<file path="src/rtl/code_dec_pkg.sv">
// Shared types and constants for the code decoder/display block.
// Holds the display FSM states and the seven-segment table used when CODE_DEC_SEG_EN is defined.
package code_dec_pkg;

  typedef enum logic {
    IDLE = 1'b0,
    SHOW = 1'b1
  } state_t;

  localparam logic [6:0] SEG_BLANK = 7'b1111111;

  // Active-low g..a patterns, indexed by code (entry 7 is the leftmost element).
  localparam logic [7:0][6:0] SEG_TABLE = {
    7'b1111000,
    7'b0000010,
    7'b0010010,
    7'b0011001,
    7'b0110000,
    7'b0100100,
    7'b1111001,
    7'b1000000
  };

  function automatic logic [6:0] seg_of(input logic [2:0] code);
    return SEG_TABLE[code];
  endfunction

endpackage

</file>
<file path="src/rtl/code_fifo.sv">
// Small code FIFO for the decoder/display block.
// Uses pointers one bit wider than the address so that full and empty can be told apart.
module code_fifo #(
  parameter int DEPTH = 4,
  parameter int WIDTH = 3
) (
  input  logic             clk,
  input  logic             rst_n,
  input  logic             push,
  input  logic [WIDTH-1:0] push_data,
  input  logic             pop,
  output logic [WIDTH-1:0] pop_data,
  output logic             full,
  output logic             empty
);

  localparam int AW = $clog2(DEPTH);

  logic [WIDTH-1:0] mem [DEPTH];
  logic [AW:0]      wptr;
  logic [AW:0]      rptr;
  logic             do_push;
  logic             do_pop;

  assign empty    = (wptr == rptr);
  assign full     = (wptr[AW] != rptr[AW]) && (wptr[AW-1:0] == rptr[AW-1:0]);
  assign do_push  = push && !full;
  assign do_pop   = pop && !empty;
  assign pop_data = mem[rptr[AW-1:0]];

  always_ff @(posedge clk or negedge rst_n) begin
    if (!rst_n) begin
      wptr <= '0;
      rptr <= '0;
    end else begin
      if (do_push) wptr <= wptr + 1'b1;
      if (do_pop)  rptr <= rptr + 1'b1;
    end
  end

  // Storage is not reset; the pointers alone define which entries are valid.
  always_ff @(posedge clk) begin
    if (do_push) mem[wptr[AW-1:0]] <= push_data;
  end

endmodule

</file>
<file path="src/rtl/code_dec_disp.sv">
// Queues 3-bit codes and shows each as a one-hot led pattern for HOLD_CYCLES enabled cycles.
// Define CODE_DEC_SEG_EN to add the registered seven-segment output out_hex0.
module code_dec_disp
  import code_dec_pkg::*;
#(
  parameter int HOLD_CYCLES = 4,
  parameter int DEPTH       = 4
) (
  input  logic       clk,
  input  logic       rst_n,
  input  logic       in_valid,
  input  logic [2:0] in_code,
  output logic       in_ready,
  input  logic       en,
  output logic [7:0] led,
  output logic       busy
`ifdef CODE_DEC_SEG_EN
  ,
  output logic [6:0] out_hex0
`endif
);

  state_t     state;
  state_t     state_n;
  logic [7:0] cnt;
  logic [7:0] cnt_n;
  logic [2:0] cur_code;
  logic [2:0] code_n;
  logic [7:0] led_n;
  logic       pop;
  logic [2:0] head;
  logic       fifo_full;
  logic       fifo_empty;

  assign in_ready = !fifo_full;
  assign busy     = (state == SHOW);

  code_fifo #(
    .DEPTH (DEPTH),
    .WIDTH (3)
  ) u_fifo (
    .clk       (clk),
    .rst_n     (rst_n),
    .push      (in_valid),
    .push_data (in_code),
    .pop       (pop),
    .pop_data  (head),
    .full      (fifo_full),
    .empty     (fifo_empty)
  );

  // Next-state logic: a code leaves the FIFO only when the display is idle or the current hold expires.
  always_comb begin
    state_n = state;
    cnt_n   = cnt;
    code_n  = cur_code;
    pop     = 1'b0;
    if (en) begin
      unique case (state)
        IDLE: begin
          if (!fifo_empty) begin
            pop     = 1'b1;
            code_n  = head;
            cnt_n   = 8'(HOLD_CYCLES - 1);
            state_n = SHOW;
          end
        end
        SHOW: begin
          if (cnt != 8'd0) begin
            cnt_n = cnt - 8'd1;
          end else if (!fifo_empty) begin
            pop    = 1'b1;
            code_n = head;
            cnt_n  = 8'(HOLD_CYCLES - 1);
          end else begin
            state_n = IDLE;
          end
        end
        default: state_n = IDLE;
      endcase
    end
    led_n = (state_n == SHOW) ? (8'b1 << code_n) : 8'h00;
  end

  always_ff @(posedge clk or negedge rst_n) begin
    if (!rst_n) begin
      state    <= IDLE;
      cnt      <= 8'd0;
      cur_code <= 3'd0;
      led      <= 8'h00;
    end else begin
      state    <= state_n;
      cnt      <= cnt_n;
      cur_code <= code_n;
      led      <= led_n;
    end
  end

`ifdef CODE_DEC_SEG_EN
  always_ff @(posedge clk or negedge rst_n) begin
    if (!rst_n) begin
      out_hex0 <= SEG_BLANK;
    end else begin
      out_hex0 <= (state_n == SHOW) ? seg_of(code_n) : SEG_BLANK;
    end
  end
`endif

endmodule

</file>
<file path="config.mk">
export PLATFORM = sky130hd
export DESIGN_NAME = code_dec_disp
export DESIGN_NICKNAME = d
export VERILOG_FILES = /design/src/rtl/code_dec_pkg.sv /design/src/rtl/code_fifo.sv /design/src/rtl/code_dec_disp.sv
export SDC_FILE = /design/constraint.sdc
export NUM_CORES = 1
export LEC_CHECK = 0
export BUFFER_PORTS_ARGS = -buffer_cell sky130_fd_sc_hd__buf_2
export CORE_MARGIN = 2
export CORE_UTILIZATION = 34
export CTS_BUF_LIST = sky130_fd_sc_hd__clkbuf_4
export CTS_CLUSTER_SIZE = 30
export DETAILED_ROUTE_END_ITERATION = 7
export HOLD_SLACK_MARGIN = 0.12
export MAX_ROUTING_LAYER = met4
export PLACE_DENSITY = 0.53
export SLEW_MARGIN = 10
export SYNTH_ARGS = -nofsm -noshare
export SYNTH_HDL_FRONTEND = slang
export SYNTH_SLANG_ARGS = --single-unit
</file>
<file path="constraint.sdc">
create_clock -name clk -period 2.2 [get_ports clk]
set_input_delay 0.11 -clock clk [delete_from_list [all_inputs] [get_ports clk]]
set_output_delay 0.11 -clock clk [all_outputs]
set_load 0.02 [all_outputs]
</file>
Yosys cells after proc, flatten, opt, wreduce, memory -nomap -nowiden
Memories as Yosys holds them, arrays and structs flattened.
Index checks and enable logic that the tools add are counted.
{"block": "op_classes", "n_eq_ne": 3, "mux": 17, "bitwise_logic": 1, "shifts": 1, "n_reduce_logical": 6, "add_sub_neg": 3}
{"cell": "2-to-1 mux 8 bit", "count": 3}
{"cell": "case mux 8 bit (2 select lines)", "count": 1}
{"cell": "2-to-1 mux 3 bit", "count": 3}
{"cell": "nonzero test 8 bit", "count": 1}
{"cell": "left shift 1 x 3 -> 8 bit, first input constant", "count": 1}
{"cell": "subtractor 8 x 1 -> 8 bit, second input constant", "count": 1}
{"cell": "2-to-1 mux 1 bit", "count": 7}
{"cell": "adder 3 x 1 -> 3 bit, second input constant", "count": 2}
{"cell": "case mux 3 bit (2 select lines)", "count": 1}
{"cell": "case mux 1 bit (2 select lines)", "count": 2}
{"cell": "equality test 3 bit", "count": 1}
{"cell": "logical AND 1 bit", "count": 3}
{"cell": "equality test 2 bit", "count": 1}
{"cell": "logical NOT 1 bit", "count": 2}
{"cell": "!= test 1 bit", "count": 1}
{"cell": "inverter 1 bit", "count": 1}
{"block": "word_totals", "wordCells": 38, "memories": 1, "reg_bits": 26, "inputBits": 7, "out_inout_bits": 10, "mem_bits_rw": 12}
{"name": "u_fifo.mem", "depth": 4, "word_bits": 3, "read_ports": 1, "rd_clocked_by_memory_dff": 0, "wr": 1, "line_no": "code_fifo.sv:19", "text": "logic [WIDTH-1:0] mem [DEPTH];"}

Logic depth before layout (Yosys ltp)
Gate-level depths: netlist of run 1.
{"block": "depth", "depth_word": 7, "depth_mapped": 7, "depth_no_buf": 6}

Hierarchy
From an unflattened synthesis of run 1, not the netlist that was laid out.
{"block": "hier_totals", "hier_cells": 167, "area_unflattened_um2": 2023.2}
{"module": "code_dec_disp", "area_each_um2": 1087.3, "seq_area_each_um2": 500.5, "instances": 1, "cells_each": 102}
{"module": "code_fifo", "area_each_um2": 935.9, "seq_area_each_um2": 510.5, "instances": 1, "cells_each": 65}

Least setup slack after synthesis of run 1
No wires, ideal clock.
{"block": "synth_timing", "path_type": "reg2reg", "from": "register cnt[0]", "to": "register u_fifo.rptr[1]", "setup_time_ns": 0.125, "synth_period_minus_slack_ns": 1.650, "path_stages_with_launch": 7, "arrival_time_ns": 1.525, "required_ns": 2.075, "setup_slack_ns": 0.550, "path_buffers": 0, "cell_sequence": "dfrtp_1 > inv_1 > ha_1 > nor3b_2 > a21bo_2 > and2_4 > mux2_4"}
{"block": "synth_via", "elab_chain_len": 5}
{"element": "start: declaration", "line_no": "code_dec_disp.sv:25", "text": "logic [7:0] cnt;"}
{"element": "start signal: assignment", "line_no": "code_dec_disp.sv:93", "text": "cnt <= cnt_n;"}
{"element": "nonzero test 8 bit", "line_no": "code_dec_disp.sv:69", "text": "if (cnt != 8'd0) begin"}
{"element": "2-to-1 mux 1 bit", "line_no": "code_dec_disp.sv:69"}
{"element": "case mux 1 bit (2 select lines)", "line_no": "code_dec_disp.sv:59", "text": "unique case (state)"}
{"element": "2-to-1 mux 1 bit", "line_no": "code_dec_disp.sv:58", "text": "if (en) begin"}
{"element": "logical AND 1 bit", "line_no": "code_fifo.sv:28", "text": "assign do_pop = pop && !empty;"}
{"element": "end signal: assignment", "line_no": "code_fifo.sv:37", "text": "if (do_pop) rptr <= rptr + 1'b1;"}
{"element": "end: declaration", "line_no": "code_fifo.sv:21", "text": "logic [AW:0] rptr;"}
Every way passes these cells.
A chain may end at the register's enable or synchronous reset.

Worst setup path after layout of run 1
{"block": "layout_timing", "from": "register cnt[0]", "to": "register led[7]"}
{"block": "layout_via", "elab_chain_len": 6, "word_cells_on_any_way": 9, "classes_between": "shift: 1; mux: 7; reduce/logical: 1"}
{"element": "nonzero test 8 bit (*)", "line_no": "code_dec_disp.sv:69"}
{"element": "2-to-1 mux 3 bit", "line_no": "code_dec_disp.sv:69"}
{"element": "case mux 3 bit (2 select lines)", "line_no": "code_dec_disp.sv:59"}
{"element": "2-to-1 mux 3 bit", "line_no": "code_dec_disp.sv:58"}
{"element": "left shift 1 x 3 -> 8 bit", "line_no": "code_dec_disp.sv:82", "text": "led_n = (state_n == SHOW) ? (8'b1 << code_n) : 8'h00;"}
{"element": "2-to-1 mux 8 bit (*)", "line_no": "code_dec_disp.sv:82"}
{"element": "via led_n[7]", "line_no": "code_dec_disp.sv:29", "text": "logic [7:0] led_n;"}
{"element": "end signal: assignment", "line_no": "code_dec_disp.sv:95", "text": "led <= led_n;"}
{"element": "end: declaration", "line_no": "code_dec_disp.sv:15", "text": "output logic [7:0] led,"}
Mark *: on every way through the listed nets, which the timed path passes. The rest lies on a longest branch.

==> reports/metrics.cfg, run 1 <==
[status]
run_status=complete, no violations

[clock_network]
insertion_delay_ps=350
htree_levels=2
ctsLongestPathBuffers=2
cts_setup_buffers=0
cts_hold_buf=5
cts-resized-gates=0
cts-buffers-inserted=5
cts-root-buf=clkbuf_4
cts_tree=done
clkTransAtPathRegs_ps=110
cts_sinks=38

[sta]
layout_setup_ws_ps=365.2
fin_skew_ps=11.12
worst_pin_slew_ps=579.0
period_share=0.8340
fin_setup_tns_ps=0
hold_viol=0
clock.fmax_mhz=545.0
slew_violations=0
period_needed_ps=1835
relSlewSlack=0.6140
grt_setup_unrepaired=false
setup_violations=0
hold_ws_ps=151.4

[setup_path]
r2r_cells=7
setup.worst_path.start_class=flop
crit_required_ps=2470
path_class=reg2reg
rrSetupSlack_ps=370
worstPathArrival_ps=2110
worstReg2RegEnd=led[7]
critPathMaxFanout=6
r2r_start=cnt[0]
cp-end-kind=flop

[die]
io_pins=17
die_h_um=78.40
dieArea_um2=6146
initial_core_util=0.3460
coreArea_um2=5439
std_cell_rows=27
die_w_um=78.40

[synth]
syn_area_um2=1882
syn_nets=162
seq_area_frac_synth=0.5372
yosysUniqueCellTypes=41
synth-seq-cells=38
syn_inst=148
ys_warn_count=0
postSynthAreaPerCell_um2=12.71

[place]
dp_slack_ps=404.9
place_congestion=0.8016
place.detailed.hpwl_um=2481
port_buffers=16
dpl_cell_area_um2=2033

[final_layout]
area_growth_pct=16.09
fill_cells=539
stdcell_area_um2=2185
finish.net_count=187
drive_gt1_frac=0.2241
n_antenna_cell=0

[grt]
antenna_found_initial=0
grt_start_max_net_pins=27
grtUsageTotal=0.1228
grt_overflow=0
grt_pass1_vias=1206
grt_pass1_wl_um=5589

[pwr]
p_leak_nw=0.8735
peakVddDrop_mv=0.5649
p_per_area_nw_per_um2=1215
power_w=0.002653

[drt]
viasPerCell=5.045
avgRoutedWirePerCell_um=13.74
wl_um=3379
first_pass_iters=4
antenna_left=0
vias=1241
drt_iter0_drc=68
drc=0

[hold_path]
hp-start=in_valid
hp-class=in2reg
min_path_cells=4
hold_end=u_fifo.wptr[0]

[job]
drv_cap=0

## state kept, by name, indices dropped and copies added, names as in the netlist
name and flops:
busy 1, led 8, u_fifo.mem 12, cur_code 3
u_fifo.rptr 3, u_fifo.wptr 3, cnt 8
## worst max-delay path, cell delays in order, from the launching register on
cell	delay [ps]
dfrtp_1	400
inv_1	80
ha_1	220
nor3b_2	170
buf_4	160
a31oi_1	420
nand3_1	140
a21oi_1	180
## final cells by class
class	count	area [µm²]	area share
multi-input cells	97	810.8	0.3711
repair buffers	22	137.6	0.06300
flip-flops and latches	38	1011	0.4628
well taps	72	90.09	0.04124
clock inverters	3	63.81	0.02921
inverters	9	33.78	0.01546
clock buffers	5	37.54	0.01718
## layer usage
layer / part of all wire / up-vias / global-route usage
li1: - / 609 / -
met1: 0.46 / 604 / 0.1417
met2: 0.47 / 24 / 0.1948
met3: 0.056 / 4 / 0.05402
met4: 0.014 / 0 / 0.03684
met5: 0 / - / -
## power by group
part / internal, W / switching, W
clock: 0.000350 / 0.000239
combinational: 0.000383 / 0.000556
sequential: 0.000942 / 0.000184
total: 0.00167 / 0.000979
## cells in the mapped netlist, drive strengths merged
| cell | instances | area [µm²] |
|---|---|---|
| nand3b | 3 | 22.52 |
| xor2 | 3 | 26.28 |
| a31oi | 4 | 55.05 |
| a22o | 5 | 43.79 |
| nand2 | 4 | 15.01 |
| mux2 | 4 | 48.79 |
| nor3b | 1 | 12.51 |
| nand4b | 2 | 17.52 |
| nand4 | 2 | 12.51 |
| o21ai | 13 | 65.06 |
| clkbuf | 2 | 7.510 |
| inv | 9 | 33.78 |
| or3 | 1 | 6.260 |
| a21bo | 1 | 10.01 |
| nor2 | 3 | 13.77 |
| a21o | 1 | 8.760 |
| a32o | 1 | 10.01 |
| nor3 | 4 | 20.02 |
| nand3 | 10 | 50.05 |
| xnor2 | 5 | 58.81 |
| o32ai | 4 | 35.03 |
| nor4 | 1 | 12.51 |
| edfxtp | 12 | 360.4 |
| buf | 2 | 18.77 |
| a21boi | 1 | 7.510 |
| and2 | 5 | 33.78 |
| or3b | 1 | 8.760 |
| nand2b | 2 | 12.51 |
| a32oi | 1 | 8.760 |
| mux4 | 3 | 78.83 |
| a21oi | 4 | 20.02 |
| a41oi | 1 | 8.760 |
| dfrtp | 26 | 650.6 |
| ha | 7 | 87.58 |
## cells in the final DEF (no fill, tap or decap), types with 3 or more instances in the layout
cell	count
a21oi_1	4
a22o_1	5
and2_1	4
buf_2	16
clkbuf_4	5
dfrtp_1	26
dlygate4sd3_1	5
edfxtp_1	12
ha_1	7
inv_1	9
mux2_2	3
mux4_1	3
nand2_1	4
nand3_1	10
nand3b_1	3
nor3_1	4
o21ai_0	10
o21ai_1	3
o32ai_1	4
xnor2_1	3
xor2_1	3
## stage by stage
stage,util,instances
5_1_grt,0.4017,246
4_1_cts,0.4017,246
3_5_place_dp,0.3738,233
3_3_place_gp,0.3738,233
6_report,0.4017,246
2_1_floorplan,-,148
## logic make-up (layout without fill, tap and decap cells)
kind of cell             count (synthesis)  count (layout)  synth area share
AND/OR/NAND/NOR                         39              39            0.1263
flip-flops                              38              38            0.5372
AO/OA/AOI/OAI                           36              36            0.1449
buffers and inverters                   13              39           0.03192
XOR/XNOR                                 8               8           0.04522
adder cells (fa/ha/maj)                  7               7           0.04654
multiplexers                             7               7           0.06782
## worst max-delay path by stage
stage                     cells past startpoint        endpoint  startpoint  slack, ps
after global placement                        4  u_fifo.rptr[1]      cnt[3]        460
after floorplan                               6  u_fifo.rptr[1]      cnt[0]        550
final                                         7          led[7]      cnt[0]        370
after global routing                          7          cnt[0]      cnt[1]        270
after CTS                                     7          led[5]      cnt[0]        370
after detailed placement                      6  u_fifo.rptr[1]      cnt[0]        400
Note: power is estimated with default switching activity, not from simulation.
==> inputs of run 2 (changes only) <==
- clock period: 2.2 -> 1.7 ns (I/O delays scaled with it)
==> run 2 against run 1 <==
  * Hold slack improved by 110 ps
  * Wire length grew 10%
  * Count of clock-buffer cells in the layout did not move
  * Highest routed layer unchanged
  * Flip-flop and latch count did not move
  * Clock skew is 7.7 ps lower
  * Power is 40% higher
  * Final area grew 9.7%
  * Final cell count increased by 7.3%
==> reports/metrics.cfg, run 2 (synthesized netlist as in run 1, its figures left out) <==
[final_layout]
n_antenna_cell=0
stdcell_area_um2=2396
fill_cells=496
area_growth_pct=27.33
finish.net_count=205
drive_gt1_frac=0.3542
final_cell_mix=24 x dfrtp_1, 16 x buf_2, 16 x buf_4
largest_register_ffs=12
final_common_cell=dfrtp_1

[clock_network]
cts_tree=done
cts-root-buf=clkbuf_4
htree_levels=2
insertion_delay_ps=340
cts-buffers-inserted=5
clkTransAtPathRegs_ps=120
cts_sinks=38
ctsLongestPathBuffers=2

[die]
std_cell_rows=27
io_pins=17
die_w_um=78.40
coreArea_um2=5439
initial_core_util=0.3460
die_h_um=78.40
dieArea_um2=6146

[sta]
period_share=0.9709
hold_viol=0
worst_pin_slew_ps=579.4
hold_ws_ps=258.4
slew_violations=0
relSlewSlack=0.6138
clock.fmax_mhz=605.9
setup_violations=0
fin_skew_ps=3.445
grt_setup_unrepaired=true
period_needed_ps=1651
fin_setup_tns_ps=0

[grt]
grt_pass1_vias=1358
grt_overflow=0
grt_start_max_net_pins=27
grtUsageTotal=0.1311
antenna_found_initial=0
grt_pass1_wl_um=6161

[status]
run_status=complete, no violations

[pwr]
p_per_area_nw_per_um2=1546
power_w=0.003704
peakVddDrop_mv=0.5918
p_leak_nw=0.9885

[drt]
drc=0
first_pass_iters=4
viasPerCell=5.125
wl_um=3723
drt_iter0_drc=54
antenna_left=0
avgRoutedWirePerCell_um=14.10
vias=1353

[setup_path]
critPathMaxFanout=6
path_class=reg2reg
r2r_cells=5
worstPathArrival_ps=1890
cp-end-kind=flop
setup.worst_path.start_class=flop
crit_required_ps=1940

[place]
place_congestion=0.7935
port_buffers=16
dpl_cell_area_um2=2131
place.detailed.hpwl_um=2700

[hold_path]
hp-class=in2async

[job]
drv_cap=0

-- run 2: changes by cell type in the layout (fill, tap and decap cells not counted), sizes merged --
cell         delta
buf            +17
dlygate4sd3     +1
-- run 2: path summary, 6_finish.rpt --
check                                from          endpoint  slack [ps]
setup / recovery                   cnt[2]    u_fifo.rptr[1]          50
hold / removal                      rst_n            cnt[6]         260
setup reg to reg                   cnt[2]    u_fifo.rptr[1]          50
hold reg to reg            u_fifo.wptr[2]    u_fifo.wptr[2]         540
max in group asynchronous           rst_n    u_fifo.rptr[0]        1030
min in group clk               in_code[1]  u_fifo.mem[1][1]         490
-- run 2: cell type report --
cell class	instances	area (µm²)	share of cell area
well taps	72	90.09	0.03760
inverters	9	33.78	0.01410
clock buffers	5	37.54	0.01567
multi-input cells	97	869.6	0.3629
clock inverters	3	68.82	0.02872
repair buffers	40	282.8	0.1180
flip-flops and latches	38	1013	0.4230
-- run 2: power by group --
| group | switching [W] | internal (W) | total [W] |
|---|---|---|---|
| Combinational | 0.000821 | 0.000655 | 0.00148 |
| Sequential | 0.000230 | 0.00122 | 0.00145 |
| Clock | 0.000316 | 0.000460 | 0.000776 |
-- run 2: critical path, stage by stage, from the launching register on --
cell     delay [ps]
dfrtp_1         470
nor4_4          290
buf_4           170
a21bo_2         170
and2_4          160
mux2_4          290
-- run 2: metal layers --
| layer | up-vias | share of wire | track usage |
|---|---|---|---|
| li1 | 641 | - | - |
| met1 | 669 | 0.44 | 0.1541 |
| met2 | 37 | 0.51 | 0.2147 |
| met3 | 6 | 0.047 | 0.04138 |
| met4 | 0 | 0.010 | 0.04386 |
| met5 | - | 0 | - |
-- run 2: timing repair --
item | in CTS | in global routing
hold buffers | 6 | 0
resized for setup | 2 | 16
buffers inserted | 0 | 4
pin swaps | 0 | 3
setup endpoints to repair | 5 | 19
hold endpoints to repair | 41 | 0
-- run 2: metrics by stage --
stage                       util  std cells  setup WS, ps
after floorplan                -        148         49.72
after global placement    0.3918        246         27.82
after detailed placement  0.3918        246        -13.97
after CTS                 0.4237        260         1.735
after global routing      0.4405        264        -39.68
final                     0.4405        264         49.47
==> inputs of run 3 (changes only) <==
- GPL_TIMING_DRIVEN: unset -> 0
- PLACE_DENSITY: 0.53 -> 0.52
- SYNTH_HIERARCHICAL: unset -> 1
==> run 3 against run 2 <==
  * The run now ends with negative setup slack left
  * Fmax fell by 14%
  * Wire length rose by 34%
  * Critical endpoint is now led[7]
  * Critical path depth rose by 3
==> reports/metrics.cfg, run 3 <==
[grt]
grt_overflow=0
grtUsageTotal=0.1626
grt_pass1_vias=1627
grt_pass1_wl_um=7879
grt_start_max_net_pins=27
antenna_found_initial=0

[final_layout]
fill_cells=514
largest_register_ffs=12
fin_cells=314
area_growth_pct=46.75
drive_gt1_frac=0.5607
finish.net_count=252
final_cell_mix=37 x buf_4, 19 x dfrtp_1, 16 x buf_2
post-route-util=0.5075
final_common_cell=buf_4
n_antenna_cell=0

[pwr]
p_leak_nw=1.273
peakVddDrop_mv=0.5664
p_per_area_nw_per_um2=1233

[sta]
layout_setup_ws_ps=-229.3
relSlewSlack=0.5890
worst_pin_slew_ps=616.5
setup_violations=32
slew_violations=0
period_needed_ps=1929
fin_skew_ps=19.75
clock.fmax_mhz=518.3
period_share=1.135
hold_viol=0
grt_setup_unrepaired=true

[die]
initial_core_util=0.3458
die_h_um=81.14
dieArea_um2=6584
die_w_um=81.14
coreArea_um2=5851
std_cell_rows=28
io_pins=17

[clock_network]
insertion_delay_ps=340
ctsLongestPathBuffers=2
htree_levels=2
cts_tree=done
cts-root-buf=clkbuf_4
clkTransAtPathRegs_ps=120
cts_sinks=38
cts-buffers-inserted=5

[place]
place.detailed.hpwl_um=2868
dp_cells=258
dp_slack_ps=-383.7
port_buffers=16
place_congestion=0.8353

[synth]
seq_area_frac_synth=0.4997
syn_inst=167
postSynthAreaPerCell_um2=12.11
yosys.cell_count.top_type=dfrtp_1
synth-edff-count=12
ys_warn_count=6
synth_area_leaders=dfrtp_1 32%, edfxtp_1 18%, ha_1 4.3%, mux4_2 3.3%, a21oi_1 2.7%
synth_common_cells=26 x dfrtp_1, 12 x edfxtp_1, 11 x a21oi_1, 10 x inv_1
yosys_most_used_dff=dfrtp_1
syn_area_um2=2023
yosys.area.top_type=dfrtp_1
yosysUniqueCellTypes=55
synth-seq-cells=38
async_flop_share=0.6842
syn_nets=181
synth_top_area_frac=0.3216

[setup_path]
path_class=reg2reg
crit_path_max_incr_delay_ps=490
crit_required_ps=1930
crit_path_top_delay_cell=mux4_2
startpoint=u_fifo/rptr[0]
cp_top_family=multiplexers
critPathMaxFanout=6
path_cells=buf_6 -> buf_4 -> buf_6 -> mux4_2 -> inv_2 -> nor2_2 -> a211oi_4 -> a21oi_1
cp-end-kind=flop
crit_buf_inv=4
worstPathArrival_ps=2160
r2r_start=u_fifo/rptr[0]
cp_common_cell=buf_6
setup.worst_path.start_class=flop

[drt]
vias=1643
wl_um=4979
antenna_left=0
drt_iter0_drc=63
drc=0
first_pass_iters=4
avgRoutedWirePerCell_um=15.86
viasPerCell=5.232

[hold_path]
hp-class=in2async

[status]
run_status=finished with violations
violations=negative setup slack

[job]
drv_cap=0

[run 3: cell count changes after synthesis, sizes merged, moves of 5 or more]
cell,change
and2,-5
o21ai,-7
o31ai,+5
a21oi,+7
nand3,-9
[run 3: kinds of logic after synthesis]
kind of cell | count (synthesis) | synth area share
compound gates | 45 | 0.1725
simple gates | 43 | 0.1361
flops | 38 | 0.4997
buf+inv | 16 | 0.03586
xor+xnor | 9 | 0.04638
mux | 9 | 0.06617
fa+ha+maj | 7 | 0.04329
[run 3: final timing paths]
path                                    end  cells after the start  slack (ps)
setup / recovery                     led[7]                      8        -230
setup reg to reg                     led[7]                      8        -230
min in group clk           u_fifo/mem[0][0]                      2         490
hold reg to reg                 cur_code[1]                      1         600
hold / removal                       cnt[6]                      2         270
max in group asynchronous    u_fifo/wptr[2]                      2         990
[run 3: what timing repair did]
| item | in CTS | in global routing |
|---|---|---|
| buffers inserted | 30 | 13 |
| endpoints found under the hold margin | 40 | 1 |
| endpoints found under the setup margin | 32 | 23 |
| pin swaps | 17 | 11 |
| hold buffers | 5 | 1 |
| resized for setup | 37 | 26 |
[run 3: through the flow]
step	hold WS [ps]	total power (W)	area, µm²	TNS, ps
after floorplan	-210.6	0.002207	2092	-951.6
after global placement	120.8	0.002469	2266	-5190
after detailed placement	137.1	0.002506	2266	-6334
after CTS	143.3	0.003393	2765	-2398
after global routing	314.0	0.003906	2969	-5847
final	266.9	0.003662	2969	-3471
[run 3: area by class of cell]
class | count | area, µm² | area share
multi-input cells | 113 | 1220 | 0.4109
flip-flops and latches | 38 | 1020 | 0.3434
repair buffers | 65 | 489.2 | 0.1648
well taps | 75 | 93.84 | 0.03161
inverters | 11 | 48.80 | 0.01643
clock buffers | 6 | 45.04 | 0.01517
plain buffers | 4 | 43.79 | 0.01475
clock inverters | 2 | 8.758 | 0.002950
[run 3: routing by layer]
layer	track usage	part of all wire
met5	-	0
met4	0.04068	0.010
met3	0.03444	0.040
met2	0.2752	0.53
met1	0.1987	0.42
[run 3: power breakdown]
| part | total (W) | switching (W) | internal (W) |
|---|---|---|---|
| sequential | 0.00132 | 0.000173 | 0.00114 |
| combinational | 0.00187 | 0.000948 | 0.000925 |
| clock | 0.000473 | 0.000301 | 0.000172 |
